--- src/rtl/ahb_apb_pkg.sv ---
// Shared encodings for the AHB-to-APB bridge: transfer types, FSM states,
// the bridge address window and the slave-select field position.
package ahb_apb_pkg;

    localparam logic [1:0] HTRANS_IDLE   = 2'b00;
    localparam logic [1:0] HTRANS_BUSY   = 2'b01;
    localparam logic [1:0] HTRANS_NONSEQ = 2'b10;
    localparam logic [1:0] HTRANS_SEQ    = 2'b11;

    localparam logic [31:0] ADDR_BASE  = 32'h8000_0000;
    localparam logic [31:0] ADDR_LIMIT = 32'h8FFF_FFFF;

    // Haddr[SLV_SEL_MSB:SLV_SEL_LSB] picks one of four 64 MB slave windows
    localparam int SLV_SEL_MSB = 27;
    localparam int SLV_SEL_LSB = 26;

    typedef enum logic [2:0] {
        ST_IDLE    = 3'd0,
        ST_WWAIT   = 3'd1,
        ST_WRITE   = 3'd2,
        ST_WENABLE = 3'd3,
        ST_READ    = 3'd4,
        ST_RENABLE = 3'd5
    } state_t;

    // One-hot slave select from the two window bits
    function automatic logic [3:0] sel_decode(input logic [1:0] win);
        return 4'b0001 << win;
    endfunction

endpackage

--- src/rtl/ahb_slave_decode.sv ---
// Address-phase qualification, slave decode and the address/write/data
// pipeline registers feeding the bridge FSM.
module ahb_slave_decode
    import ahb_apb_pkg::*;
(
    input  logic        clk,
    input  logic        Hrstn,
    input  logic        i_sample,     // FSM is in a state that accepts an address phase
    input  logic        i_wdata_en,   // FSM is in the write data phase
    input  logic        i_hwrite,
    input  logic        i_hreadyin,
    input  logic [1:0]  i_htrans,
    input  logic [31:0] i_haddr,
    input  logic [31:0] i_hwdata,
    output logic        o_valid,
    output logic [3:0]  o_sel_dec,
    output logic [31:0] o_addr_q,
    output logic [3:0]  o_sel_q,
    output logic        o_write_q,
    output logic [31:0] o_wdata_q
);

    logic        w_active;
    logic        w_in_range;
    logic [31:0] r_addr;
    logic [3:0]  r_sel;
    logic        r_write;
    logic [31:0] r_wdata;

    // Qualify the current address phase and decode its slave window
    always_comb begin
        w_active   = (i_htrans == HTRANS_NONSEQ) || (i_htrans == HTRANS_SEQ);
        w_in_range = (i_haddr >= ADDR_BASE) && (i_haddr <= ADDR_LIMIT);
        o_valid    = i_hreadyin && w_active && w_in_range;
        o_sel_dec  = o_valid ? sel_decode(i_haddr[SLV_SEL_MSB:SLV_SEL_LSB]) : 4'b0000;
    end

    // Capture address, direction and select at the end of an accepted address phase
    always_ff @(posedge clk or negedge Hrstn) begin
        if (!Hrstn) begin
            r_addr  <= 32'h0;
            r_sel   <= 4'b0000;
            r_write <= 1'b0;
        end else if (i_sample && o_valid) begin
            r_addr  <= i_haddr;
            r_sel   <= o_sel_dec;
            r_write <= i_hwrite;
        end
    end

    // Capture write data during the write data phase; doubles as the Pwdata register
    always_ff @(posedge clk or negedge Hrstn) begin
        if (!Hrstn) begin
            r_wdata <= 32'h0;
        end else if (i_wdata_en) begin
            r_wdata <= i_hwdata;
        end
    end

    assign o_addr_q  = r_addr;
    assign o_sel_q   = r_sel;
    assign o_write_q = r_write;
    assign o_wdata_q = r_wdata;

endmodule

--- src/rtl/ahb_apb_bridge.sv ---
// AHB-to-APB bridge: transfer FSM plus registered APB outputs.
// Handshake: the master may present a new address phase only while
// Hreadyout is 1 (IDLE/WENABLE/RENABLE); Hreadyout is 0 in every other state.
module ahb_apb_bridge
    import ahb_apb_pkg::*;
(
    input  logic        clk,
    input  logic        Hrstn,
    input  logic        Hwrite,
    input  logic        Hreadyin,
    input  logic [1:0]  Htrans,
    input  logic [31:0] Haddr,
    input  logic [31:0] Hwdata,
    input  logic [31:0] Prdata,
    output logic        Hreadyout,
    output logic [1:0]  Hresp,
    output logic [31:0] Hrdata,
    output logic [3:0]  Psel,
    output logic        Penable,
    output logic        Pwrite,
    output logic [31:0] Paddr,
    output logic [31:0] Pwdata,
    output logic [2:0]  o_dbg_state
);

    state_t      r_state;
    state_t      w_next;
    logic        w_sample;
    logic        w_valid;
    logic [3:0]  w_sel_dec;
    logic [31:0] w_addr_q;
    logic [3:0]  w_sel_q;
    logic        w_write_q;

    assign w_sample = (r_state == ST_IDLE) || (r_state == ST_WENABLE) ||
                      (r_state == ST_RENABLE);

    ahb_slave_decode u_decode (
        .clk        (clk),
        .Hrstn      (Hrstn),
        .i_sample   (w_sample),
        .i_wdata_en (r_state == ST_WWAIT),
        .i_hwrite   (Hwrite),
        .i_hreadyin (Hreadyin),
        .i_htrans   (Htrans),
        .i_haddr    (Haddr),
        .i_hwdata   (Hwdata),
        .o_valid    (w_valid),
        .o_sel_dec  (w_sel_dec),
        .o_addr_q   (w_addr_q),
        .o_sel_q    (w_sel_q),
        .o_write_q  (w_write_q),
        .o_wdata_q  (Pwdata)
    );

    // State register
    always_ff @(posedge clk or negedge Hrstn) begin
        if (!Hrstn) r_state <= ST_IDLE;
        else        r_state <= w_next;
    end

    // Next-state: idle and enable states accept a new address phase
    always_comb begin
        w_next = r_state;
        case (r_state)
            ST_IDLE, ST_WENABLE, ST_RENABLE: begin
                if (w_valid) w_next = Hwrite ? ST_WWAIT : ST_READ;
                else         w_next = ST_IDLE;
            end
            ST_WWAIT: w_next = ST_WRITE;
            ST_WRITE: w_next = ST_WENABLE;
            ST_READ:  w_next = ST_RENABLE;
            default:  w_next = ST_IDLE;
        endcase
    end

    // APB outputs, registered from the next state so they change only on clock edges.
    // A read launched straight out of an enable state keeps Psel low in its setup
    // cycle, so consecutive transfers are always separated by one deselected cycle.
    always_ff @(posedge clk or negedge Hrstn) begin
        if (!Hrstn) begin
            Psel    <= 4'b0000;
            Penable <= 1'b0;
            Pwrite  <= 1'b0;
            Paddr   <= 32'h0;
        end else begin
            case (w_next)
                ST_READ: begin
                    Psel    <= (r_state == ST_IDLE) ? w_sel_dec : 4'b0000;
                    Penable <= 1'b0;
                    Pwrite  <= 1'b0;
                    Paddr   <= Haddr;
                end
                ST_WRITE: begin
                    Psel    <= w_sel_q;
                    Penable <= 1'b0;
                    Pwrite  <= w_write_q;
                    Paddr   <= w_addr_q;
                end
                ST_WENABLE, ST_RENABLE: begin
                    Psel    <= w_sel_q;
                    Penable <= 1'b1;
                end
                default: begin
                    Psel    <= 4'b0000;
                    Penable <= 1'b0;
                end
            endcase
        end
    end

    assign Hreadyout   = w_sample;
    assign Hresp       = 2'b00;
    assign Hrdata      = (r_state == ST_RENABLE) ? Prdata : 32'h0;
    assign o_dbg_state = r_state;

endmodule

--- config.mk ---
export PLATFORM = sky130hd
export DESIGN_NAME = ahb_apb_bridge
export DESIGN_NICKNAME = d
export VERILOG_FILES = /design/src/rtl/ahb_apb_pkg.sv /design/src/rtl/ahb_slave_decode.sv /design/src/rtl/ahb_apb_bridge.sv
export SDC_FILE = /design/constraint.sdc
export NUM_CORES = 1
export LEC_CHECK = 0
export ABC_AREA = 1
export CAP_MARGIN = 20
export CORE_MARGIN = 4
export CORE_UTILIZATION = 47
export CTS_CLUSTER_DIAMETER = 40
export DETAILED_ROUTE_END_ITERATION = 16
export GPL_TIMING_DRIVEN = 0
export PLACE_DENSITY = 0.87
export SKIP_CTS_REPAIR_TIMING = 1
export SYNTH_ARGS = -nofsm -noshare
export SYNTH_HDL_FRONTEND = slang
export SYNTH_HIERARCHICAL = 1
export SYNTH_SLANG_ARGS = --single-unit
--- constraint.sdc ---
create_clock -name clk -period 4.6 [get_ports clk]
set_input_delay 0.69 -clock clk [delete_from_list [all_inputs] [get_ports clk]]
set_output_delay 0.69 -clock clk [all_outputs]
set_load 0.02 [all_outputs]
==> results.md <==
- Drt wl/cell: 15.59 µm
- CTS Buffer Depth: 2
- Mux cell area share after synthesis: 7.033%
- Post-synth cell types: 23
- CTS tree: yes
- #FFs+latches synth: 110
- Period utilization: 61.04%
- Area grow syn2layout: 48.16%
- Final Hold Viols: 0
- Final WL: 15.00 mm
- Reg clk slew, reported paths: 0.11 ns
- Average vias per placed instance: 4.998
- All-Layer GR Usage: 23.66%
- Avg Inst Size Synth: 8.511 µm²
- Worst slack at placement: 1.977 ns
- Initial antenna violation count: 0
- Tmin final: 2.808 ns
- # rows: 37
- Die width: 112.4 µm
- Die area: 12640 µm²
- Largest family of logic cells by synthesized area: simple AND/OR/NAND/NOR gates
- CTS Root Cell: clkbuf_8
- Actual slew at the worst max-slew pin: 0.5150 ns
- Io pins: 210
- Worst setup path startpoint: o_dbg_state[1]
- Post-detailed-route DRC marker count: 0
- Sink Count: 110
- Synth top area share: 53.72%
- Flop-to-flop setup slack: 2.58 ns
- CP endpoint kind: output pin
- RSZ-0062 raised after global routing: false
- Reg-to-reg startpoint: o_dbg_state[1]
- Adder-Cell Fraction of Synth Area: 0%
- Leak Pwr: 3.823 nW
- Vias in the first global route: 4782
- Ranking of synthesized cells by area: dfrtp_1 (54%), nand2_1 (18%), mux2_2 (6.6%)
- Setup Skew: 0.01422 ns
- Mapped cell area: 5124 µm²
- DP Wirelength: 11.66 mm
- PwrDens: 565.0 nW/µm²
- Fraction of layout cells with a size suffix above 1: 11.14%
- Worst skew pair latency: 0.37 ns
- Clock H-tree levels: 3
- Simple-gate share of the synthesized area: 30.89%
- Slew HR: 65.67%
- Core Box Area: 10460 µm²
- Antenna diode count: 0
- GP Congestion: 0.8655
- Slew Limit Fails: 0
- First-pass GRT wire length: 24.26 mm
- Worst Setup Slack, final: 1.792 ns
- Max rail drop VDD: 0.3243 mV
- Max Cap Viol: 0
- Total CTS buffers: 9
- YS warnings: 6
- Overall via count from detail_route: 4808
- FMAX: 0.3561 GHz
- Input/output buffers: 206
- Drt pass-1 iters: 5
- Final net count: 923
- WP data arrival: 2.12 ns
- Crit-path max FO: 10
- Starting Density: 48.97%
- Status: completed
- Worst Setup EP: Hrdata[15]
- Final Util: 72.55%
- Pin count of the biggest net entering global routing: 75
- Hold Crit Class: in2async
- Power consumption: 4.289 mW
- Final setup viols: 0
- Final global-route overflow total: 0
- Startpoint Class: flip-flop
- Die height: 112.4 µm
- Reg2Reg Capture Point: u_decode/o_wdata_q[19]
- Iter 0 DRT Violations: 386
- Required time worst endpoint: 3.91 ns
- Synth Area in XOR/XNOR: 0%
- Register area share after synthesis: 53.72%
- Setup TNS: 0 ns
- Post-Synthesis Cells: 602
- Synth Area in Compound Gates: 0.3907%
- R2R depth: 7
- Final ANT Viol Nets: 0
- Crit Path Class: reg2out
- Post-synth top area cell: dfrtp_1
==> per-stage QoR <==
stage	area (µm²)	hold WS (ns)	instances
6_report	7591	0.2604	962
3_3_place_gp	7360	0.4503	945
5_1_grt	7591	0.2786	962
3_5_place_dp	7385	0.4585	946
2_1_floorplan	5127	0.3944	603
4_1_cts	7591	0.2720	962
==> power breakdown <==
group	switching, mW	internal (mW)	total [mW]
Sequential	0.210	1.36	1.57
Clock	0.325	0.272	0.597
Combinational	1.15	0.973	2.13
==> critical path: stages (launching register included) <==
cell and delay [ns]:
dfrtp_1 0.42, inv_1 0.14, nand3_2 0.14, clkbuf_1 0.26
nor2_1 0.16, clkdlybuf4s50_1 0.63
==> area by class of cell <==
type / instances / area [µm²]
clock inverters: 6 / 68.82
clock buffers: 10 / 137.6
well taps: 136 / 170.2
fillers: 751 / 2872
repair buffers: 207 / 2087
multi-input cells: 408 / 1971
plain buffers: 39 / 231.5
inverters: 46 / 172.7
flip-flops and latches: 110 / 2753
==> synth_stat cells (all sizes together) <==
| cell type | instances |
|---|---|
| nand2 | 252 |
| dfrtp | 110 |
| inv | 46 |
| nand3 | 41 |
| nor2 | 41 |
| nand4 | 33 |
| buf | 32 |
| mux2 | 32 |
| clkbuf | 7 |
| o21ai | 4 |
| nor3 | 3 |
| conb | 1 |
==> routing by layer <==
layer  routed length (µm)  up-vias  GRT usage, %
li1                     -     2325             -
met5                    0        -             0
met3                 1011       27         5.499
met1                 5721     2251         28.59
met2                 7986      205         42.47
met4                  280        0         6.330
==> cell usage in the layout (no fill, tap or decap), types with 2 or more instances in the layout <==
cell             instances
buf_1                    2
buf_2                   19
buf_4                    7
buf_6                    5
clkbuf_1                 6
clkbuf_8                10
clkdlybuf4s50_1        205
clkinv_2                 2
conb_1                   2
dfrtp_1                110
inv_1                   41
inv_2                    5
mux2_1                   2
mux2_2                  30
nand2_1                250
nand2_2                  2
nand3_1                 37
nand3_2                  3
nand4_1                 33
nor2_1                  39
nor3_1                   3
o21ai_0                  4
==> sequential cells by signal (all words and copies together), names as in the netlist <==
| signal | cells |
|---|---|
| Paddr | 32 |
| u_decode/o_addr_q | 32 |
| u_decode/o_wdata_q | 32 |
| Psel | 4 |
| u_decode/o_sel_q | 4 |
| o_dbg_state | 3 |
| Penable | 1 |
| Pwrite | 1 |
| u_decode/o_write_q | 1 |
==> kinds of logic after synthesis <==
group,count (synthesis)
buffers and inverters,85
flip-flops,110
other,1
AO/OA/AOI/OAI,4
multiplexers,32
AND/OR/NAND/NOR,370
==> worst min path at each step <==
stage	slack, ns	depth (start not counted)	to
5_1_grt	0.28	1	u_decode/o_wdata_q[27]
2_1_floorplan	0.39	0	Paddr[0]
6_report	0.26	1	u_decode/o_wdata_q[27]
3_3_place_gp	0.45	2	u_decode/o_addr_q[31]
4_1_cts	0.27	1	u_decode/o_wdata_q[27]
3_5_place_dp	0.46	2	u_decode/o_addr_q[11]
No activity file was read; power rests on OpenSTA's default activity.
